$ cat src/rtl/imem_loader_pkg.sv
// Shared types and constants for the instruction-memory program loader.
package imem_loader_pkg;

  localparam int WORD_W         = 32;
  localparam int LEN_W          = 16;
  localparam int DEFAULT_ADDR_W = 8;

  typedef enum logic [2:0] {
    ST_LEN_HI,
    ST_LEN_LO,
    ST_DATA,
    ST_RUN,
    ST_DONE,
    ST_ERR
  } state_e;

  // States in which the loader is willing to take a byte from the stream.
  function automatic logic accepts_bytes(input state_e s);
    return (s == ST_LEN_HI) || (s == ST_LEN_LO) || (s == ST_DATA) || (s == ST_DONE);
  endfunction

endpackage

$ cat src/rtl/imem_loader_byte_packer.sv
// Collects four stream bytes, most significant first, into one 32-bit word.
module imem_loader_byte_packer
  import imem_loader_pkg::*;
(
  input  logic              clk,
  input  logic              rst,
  input  logic              clear,
  input  logic              byte_en,
  input  logic [7:0]        byte_in,
  output logic [WORD_W-1:0] word,
  output logic              word_ready
);

  logic [23:0] shreg_q, shreg_d;
  logic [1:0]  idx_q, idx_d;

  // The word is presented as the byte arriving now completes it, so the
  // parent can register it on the same edge that accepts the 4th byte.
  assign word       = {shreg_q, byte_in};
  assign word_ready = byte_en && (idx_q == 2'd3);

  // Shift in each accepted byte; the index wraps naturally after four bytes.
  always_comb begin
    shreg_d = shreg_q;
    idx_d   = idx_q;
    if (clear) begin
      shreg_d = '0;
      idx_d   = '0;
    end else if (byte_en) begin
      shreg_d = {shreg_q[15:0], byte_in};
      idx_d   = idx_q + 2'd1;
    end
  end

  // Packer state registers.
  always_ff @(posedge clk or posedge rst) begin
    if (rst) begin
      shreg_q <= '0;
      idx_q   <= '0;
    end else begin
      shreg_q <= shreg_d;
      idx_q   <= idx_d;
    end
  end

endmodule

$ cat src/rtl/imem_loader.sv
// Loads a length-prefixed byte stream into instruction memory and holds the
// CPU in reset (pcclr low) until the last word has been written.
module imem_loader
  import imem_loader_pkg::*;
#(
  parameter int ADDR_W = DEFAULT_ADDR_W
) (
  input  logic              clk,
  input  logic              rst,
  input  logic              in_valid,
  input  logic [7:0]        in_data,
  output logic              in_ready,
  output logic              wr_en,
  output logic [ADDR_W-1:0] wr_addr,
  output logic [WORD_W-1:0] wr_data,
  output logic              pcclr,
  input  logic              fin,
  output logic              done,
  output logic              err
);

  localparam int unsigned MAX_WORDS = 32'd1 << ADDR_W;

  state_e              state_q, state_d;
  logic [7:0]          len_hi_q, len_hi_d;
  logic [LEN_W-1:0]    remaining_q, remaining_d;
  logic [ADDR_W-1:0]   addr_q, addr_d;
  logic [ADDR_W-1:0]   wr_addr_q, wr_addr_d;
  logic [WORD_W-1:0]   wr_data_q, wr_data_d;
  logic                wr_en_q, wr_en_d;
  logic                in_ready_q, in_ready_d;
  logic                pcclr_q, pcclr_d;
  logic                done_q, done_d;
  logic                err_q, err_d;
  logic                fin_prev_q, fin_prev_d;

  logic                xfer;
  logic [LEN_W-1:0]    len_word;
  logic                len_too_long;
  logic [WORD_W-1:0]   pack_word;
  logic                pack_ready;

  assign xfer         = in_valid && in_ready_q;
  assign len_word     = {len_hi_q, in_data};
  assign len_too_long = 32'(len_word) > MAX_WORDS;

  imem_loader_byte_packer u_packer (
    .clk        (clk),
    .rst        (rst),
    .clear      (xfer && (state_q == ST_LEN_LO)),
    .byte_en    (xfer && (state_q == ST_DATA)),
    .byte_in    (in_data),
    .word       (pack_word),
    .word_ready (pack_ready)
  );

  // Next-state logic; pcclr follows the state one edge late so the final
  // write strobe is always complete before the CPU is released.
  always_comb begin
    state_d     = state_q;
    len_hi_d    = len_hi_q;
    remaining_d = remaining_q;
    addr_d      = addr_q;
    wr_addr_d   = wr_addr_q;
    wr_data_d   = wr_data_q;
    wr_en_d     = 1'b0;
    pcclr_d     = pcclr_q;
    done_d      = done_q;
    err_d       = err_q;
    fin_prev_d  = fin;
    case (state_q)
      ST_LEN_HI: begin
        if (xfer) begin
          len_hi_d = in_data;
          state_d  = ST_LEN_LO;
        end
      end
      ST_LEN_LO: begin
        if (xfer) begin
          if (len_word == '0) begin
            state_d = ST_RUN;
          end else if (len_too_long) begin
            err_d   = 1'b1;
            state_d = ST_ERR;
          end else begin
            remaining_d = len_word;
            addr_d      = '0;
            state_d     = ST_DATA;
          end
        end
      end
      ST_DATA: begin
        if (pack_ready) begin
          wr_en_d     = 1'b1;
          wr_addr_d   = addr_q;
          wr_data_d   = pack_word;
          addr_d      = addr_q + ADDR_W'(1);
          remaining_d = remaining_q - 16'd1;
          if (remaining_q == 16'd1) begin
            state_d = ST_RUN;
          end
        end
      end
      ST_RUN: begin
        pcclr_d = 1'b1;
        if (fin && !fin_prev_q) begin
          done_d  = 1'b1;
          state_d = ST_DONE;
        end
      end
      ST_DONE: begin
        pcclr_d = 1'b1;
        if (xfer) begin
          pcclr_d  = 1'b0;
          done_d   = 1'b0;
          len_hi_d = in_data;
          state_d  = ST_LEN_LO;
        end
      end
      ST_ERR: begin
        pcclr_d = 1'b0;
        err_d   = 1'b1;
      end
      default: begin
        state_d = ST_LEN_HI;
      end
    endcase
    in_ready_d = accepts_bytes(state_d);
  end

  // State, counters and registered outputs.
  always_ff @(posedge clk or posedge rst) begin
    if (rst) begin
      state_q     <= ST_LEN_HI;
      len_hi_q    <= '0;
      remaining_q <= '0;
      addr_q      <= '0;
      wr_addr_q   <= '0;
      wr_data_q   <= '0;
      wr_en_q     <= 1'b0;
      in_ready_q  <= 1'b0;
      pcclr_q     <= 1'b0;
      done_q      <= 1'b0;
      err_q       <= 1'b0;
      fin_prev_q  <= 1'b0;
    end else begin
      state_q     <= state_d;
      len_hi_q    <= len_hi_d;
      remaining_q <= remaining_d;
      addr_q      <= addr_d;
      wr_addr_q   <= wr_addr_d;
      wr_data_q   <= wr_data_d;
      wr_en_q     <= wr_en_d;
      in_ready_q  <= in_ready_d;
      pcclr_q     <= pcclr_d;
      done_q      <= done_d;
      err_q       <= err_d;
      fin_prev_q  <= fin_prev_d;
    end
  end

  assign in_ready = in_ready_q;
  assign wr_en    = wr_en_q;
  assign wr_addr  = wr_addr_q;
  assign wr_data  = wr_data_q;
  assign pcclr    = pcclr_q;
  assign done     = done_q;
  assign err      = err_q;

endmodule

$ cat config.mk
export PLATFORM = sky130hd
export DESIGN_NAME = imem_loader
export DESIGN_NICKNAME = d
export VERILOG_FILES = /design/src/rtl/imem_loader_pkg.sv /design/src/rtl/imem_loader_byte_packer.sv /design/src/rtl/imem_loader.sv
export SDC_FILE = /design/constraint.sdc
export NUM_CORES = 1
export LEC_CHECK = 0
export CELL_PAD_IN_SITES_DETAIL_PLACEMENT = 0
export CELL_PAD_IN_SITES_GLOBAL_PLACEMENT = 1
export CORE_ASPECT_RATIO = 0.7
export CORE_UTILIZATION = 40
export DETAILED_ROUTE_END_ITERATION = 16
export GPL_TIMING_DRIVEN = 0
export HOLD_SLACK_MARGIN = 0.05
export PLACE_DENSITY = 0.82
export SYNTH_ARGS = -nofsm -noshare
export SYNTH_HDL_FRONTEND = slang
export SYNTH_HIERARCHICAL = 1
export SYNTH_SLANG_ARGS = --single-unit
$ cat constraint.sdc
create_clock -name clk -period 5 [get_ports clk]
set_clock_uncertainty 0.15 [all_clocks]
set_input_delay 1 -clock clk [delete_from_list [all_inputs] [get_ports clk]]
set_output_delay 1 -clock clk [all_outputs]
set_load 0.005 [all_outputs]
# Word-level counts from Yosys, hierarchy flattened
# Cells that the tools add are included.
# op_classes
add_sub_neg	3
n_mul	0
div_mod_pow	0
order_cmp	1
n_eq_ne	17
shift	0
mux	33
bitwise_logic	0
n_reduce_logical	23
# op_table
op	n
2-to-1 mux 16 bit	4
2-to-1 mux 24 bit	2
2-to-1 mux 8 bit	4
case mux 16 bit (2 select lines)	1
2-to-1 mux 3 bit	7
equality test 16 x 1 -> 1 bit, second input constant	1
greater-than comparator 16 x 9 -> 1 bit, second input constant	1
zero test 16 bit	1
case mux 8 bit (2 select lines)	1
subtractor 16 x 1 -> 16 bit, second input constant	1
case mux 3 bit (5 select lines)	1
inequality test 2 bit, second input constant	7
equality test 3 x 2 -> 1 bit, second input constant	3
equality test 3 bit, second input constant	3
adder 8 x 1 -> 8 bit, second input constant	1
2-to-1 mux 1 bit	8
nonzero test 2 bit	4
equality test 3 x 1 -> 1 bit, second input constant	2
zero test 3 bit	2
logical AND 1 bit	5
AND reduction 5 bit	1
2-to-1 mux 2 bit	2
case mux 1 bit (2 select lines)	2
AND reduction 2 bit	2
9 further kinds	11
# totals
register_bits	107
latchBits	0
ramBits	0
romBits	0
inputBits	12
out_inout_bits	45
elab_cells	91
memories	0

# Depth between registers and ports, before layout
# logic_depth
ltp_word	9
depth_mapped	14
mapped_depth_nobuf	10

# By module
# Netlist, hierarchy kept.
# by_module_without_submodules
module	instances	cells_each	area_each_um2	seq_area_each_um2
imem_loader	1	394	3707.3	2026.9
imem_loader_byte_packer	1	95	1158.6	650.6

# Worst setup path after synthesis
# OpenSTA, ideal clock, no wires.
# synth_timing
path_type	input -> register
from	input in_valid
to	register remaining_q[8]
setup_ns	0.126
t_arrival_ns	2.857
required_ns	4.724
path_slack_ns	1.868
cell_stages	12
path_buffers	3
path_cell_list	nand2_1 > nor2_1 > buf_6 > buf_12 > and2_1 > nand4bb_1 > inv_2 > or4_4 > and4_1 > buf_6 > a21oi_2 > a211oi_1
# synth_via
elab_chain_len	5
word_cells_on_any_way	6
cone_classes	eq/ne (2); reduce/logical (4)
# synth_lines
item	line	source
from (decl)	imem_loader.sv:10	input logic in_valid,
logical AND 1 bit	imem_loader.sv:43	assign xfer = in_valid && in_ready_q;
logical AND 1 bit	imem_loader.sv:51	.byte_en (xfer && (state_q == ST_DATA)),
logical AND 1 bit	imem_loader_byte_packer.sv:20	assign word_ready = byte_en && (idx_q == 2'd3);
via pack_ready	imem_loader.sv:41	logic pack_ready;
inequality test 2 bit (no line)	n/a	
AND reduction 5 bit (no line)	n/a	
to (signal assigned)	imem_loader.sv:149	remaining_q <= remaining_d;
to (decl)	imem_loader.sv:26	logic [LEN_W-1:0] remaining_q, remaining_d;
# The timed path passes the listed nets, and every way through them passes these cells.
# A chain may end at the register's enable or synchronous reset.

# Worst setup path in the final report
# layout_timing
from	register state_q[1]
to	register addr_q[3]
# layout_via
elab_chain_len	5
word_cells_on_any_way	11
cone_classes	eq/ne (6); mux (1); reduce/logical (4)
# layout_lines
item	line	source
from (decl)	imem_loader.sv:24	state_e state_q, state_d;
from (signal assigned)	imem_loader.sv:147	state_q <= state_d;
equality test 3 x 2 -> 1 bit	imem_loader.sv:51	
logical AND 1 bit	imem_loader.sv:51	
logical AND 1 bit	imem_loader_byte_packer.sv:20	
via pack_ready	imem_loader.sv:41	
inequality test 2 bit (no line)	n/a	
AND reduction 5 bit (no line)	n/a	
to (signal assigned)	imem_loader.sv:150	addr_q <= addr_d;
to (decl)	imem_loader.sv:27	logic [ADDR_W-1:0] addr_q, addr_d;
# The timed path passes the listed nets, and every way through them passes these cells.

==> results by group <==
Status
  • Status: finished, final reports clean

Clock tree
  • Clk buf depth: 2
  • Post-cts hold buffer count: 0
  • Root Buffer: clkbuf_16
  • Later-pin clock latency in the skew report: 0.34 ns
  • CTS tree: built
  • CTS-repair resized insts: 0
  • Clock sink total: 107
  • Htree depth: 3
  • Total CTS buffers: 9
  • Reg clk slew, reported paths: 0.07 ns
  • Setup Fix Bufs, Post-CTS: 0

Synthesis
  • Synthesized net count: 505
  • Main flop type after synthesis: dfrtp_1
  • Number of synthesized flops with an enable pin: 0
  • Top-area cell type share of the netlist area: 0.550
  • Syn Inst Count: 489
  • Post-synthesis sequential area ratio: 0.550
  • Flops & latches, synth: 107
  • Synth top cells by count: nand2_1 (137), dfrtp_1 (107), nor2_1 (42)
  • Fraction of registers with async set/reset: 1.00
  • Most common cell in the synthesized netlist: nand2_1
  • Post-synth top area cell: dfrtp_1
  • Synth Cell Area: 0.00487 mm²
  • Most area-consuming cells after synthesis: dfrtp_1 (55%), nand2_1 (11%), mux2i_1 (5.3%)
  • Avg Cell Area, Syn: 9.95 µm²
  • Warnings from Yosys: 6
  • Synth cell types: 59

GRT
  • Largest net degree at the start of global routing: 57
  • Initial antenna violation count: 0
  • First-pass GRT wire length: 19600 µm
  • Number of global-route vias before repair: 3750
  • GRT Total Usage: 0.202
  • Grt total ovfl: 0

Job
  • Max_cap viols: 0

Pwr
  • LEAKAGE: 2.73 nW
  • Maximum vdd drop: 0.215 mV
  • Power per cell area: 363 mW/mm²

Placed design
  • Port buffer count: 56
  • RePlAce Congestion: 0.816
  • Placed instance area: 0.00565 mm²
  • Detail Placement HPWL: 8230 µm
  • Placed Cells: 703

Critical path
  • CP max FO: 10
  • Worst r2r path cells: 13
  • Internal reg-to-reg setup slack: 1.33 ns
  • Req. time, crit path: 5.12 ns
  • Crit-path cells: buf_2, nor2b_1, nand2_1, nor2_1, buf_6, buf_12, and2_1, nand4bb_1, inv_2, or4_4, nand4_4, or3_1, a21oi_1
  • RR Startpoint: state_q[1]
  • Worst EP arrival: 3.78 ns
  • CP endpoint kind: flop
  • Critical path startpoint category: flop
  • Slowest CP cell: or3_1
  • Critical setup path kind: flop to flop
  • Slowest Stage Delay on Critical Path: 0.40 ns
  • Worst r2r dst: addr_q[3]

Floorplanning
  • Core ar.: 0.0118 mm²
  • Die Width: 134 µm
  • Height of the chip: 94.3 µm
  • Row cnt: 33
  • IO Pins: 57
  • Initial Utilization: 0.414
  • Die area: 0.0126 mm²

Timing
  • Final cycle utilization of the critical path: 0.733
  • Slew headroom: 0.336
  • Hold WS: 0.326 ns
  • Fin Setup TNS: 0 ns
  • Tmin final: 3.67 ns
  • RSZ-0062 raised after global routing: no
  • Fmax: 273 MHz
  • Final hold violations: 0
  • Pins Over Slew Limit: 0
  • Slew @ Worst Pin: 0.994 ns
  • Setup-failing EPs final: 0

Finish
  • Fin cells: 719
  • Area of the multi-input gates: 0.00195 mm²
  • Layout cell share with drive strength beyond 1: 0.107
  • Final Core Density: 0.507
  • Fin area: 0.00596 mm²
  • Synth-to-layout area growth: 22.5%
  • Antenna cell count: 0
  • Fillers: 1058
  • Final nets: 573
  • Seq. cell area: 0.00268 mm²

Route
  • Vias: 3738
  • Residual DRC: 0
  • Wire length per cell: 16.2 µm
  • Pre-antenna DRT Iters: 5
  • Iter 0 DRT Violations: 232
  • Post-route ant nets: 0
  • Final wirelength: 11600 µm
  • Via/cell ratio: 5.20

Min path
  • Hold Crit Start: wr_data[6]
  • Min-Delay Endpoint: wr_data[6]
  • HP Class: flop to flop
  • Hold depth: 2
==> power by group <==
part	leakage (nW)	internal [mW]	switching, mW
sequential	1.44	0.955	0.102
combinational	1.15	0.169	0.208
clock	0.150	0.398	0.333
total	2.73	1.52	0.643
==> cell type report <==
class	instances	share of cell area
multi-input cells	345	0.328
repair buffers	57	0.0987
inverters	6	0.00420
plain buffers	31	0.0355
clock inverters	7	0.0139
clock buffers	9	0.0378
flip-flops and latches	107	0.449
well taps	157	0.0330
==> worst max-delay path: cells and delay by family, from the launching register on <==
kind | cells | cell delay (ns)
AOI/OAI and AO/OA | 1 | 0.15
buffers and inverters | 4 | 0.85
DFF | 1 | 0.34
and+or+nand+nor | 8 | 2.08
==> flip-flops by register name, indices dropped and copies added (netlist names) <==
register and count:
u_packer/idx_q 2, remaining_q 16, err 1, fin_prev_q 1, in_ready 1, addr_q 8
len_hi_q 8, done 1, wr_data 32, pcclr 1, u_packer/shreg_q 24, state_q 3
wr_addr 8, wr_en 1
==> per-stage QoR <==
stage,setup WS (ns),total power [mW]
after floorplan,1.77,1.32
after global placement,0.359,1.42
after detailed placement,1.01,1.45
after CTS,1.36,2.19
after global routing,1.03,2.28
final,1.33,2.16
==> cells by family after synthesis <==
kind of cell / Yosys count / synth area share
fa+ha+maj: 4 / 0.0103
compound gates: 72 / 0.0982
simple gates: 234 / 0.219
buf+inv: 37 / 0.0481
xor+xnor: 1 / 0.00180
flops: 107 / 0.550
mux: 34 / 0.0720
==> worst max path at each step <==
stage | end | depth (start not counted) | startpoint
final | addr_q[3] | 13 | state_q[1]
after global routing | remaining_q[12] | 14 | state_q[1]
after CTS | addr_q[3] | 12 | in_valid
after detailed placement | remaining_q[1] | 12 | in_valid
after global placement | pcclr | 2 | rst
after floorplan | addr_q[0] | 1 | rst
==> placed cells by master (no fill, tap or decap), types with 6 or more instances in the layout <==
master,netlist,final
nand2_1,137,137
mux2i_1,26,26
o21ai_1,19,19
dfrtp_1,107,107
nor3_1,7,7
clkdlybuf4s50_1,0,56
mux2_2,8,8
nor2_1,42,42
a21oi_1,16,16
o21ai_0,10,10
clkbuf_1,11,11
nand3_1,8,8
clkbuf_16,0,9
buf_4,9,9
or3_1,6,6
==> routing by layer <==
layer,vias up,global-route usage,part of all wire
met5,-,0,0
met4,0,0.0369,0.0047
met3,6,0.0502,0.058
met2,99,0.296,0.43
met1,1838,0.300,0.51
li1,1795,-,-
Note: power is estimated with default switching activity, not from simulation.
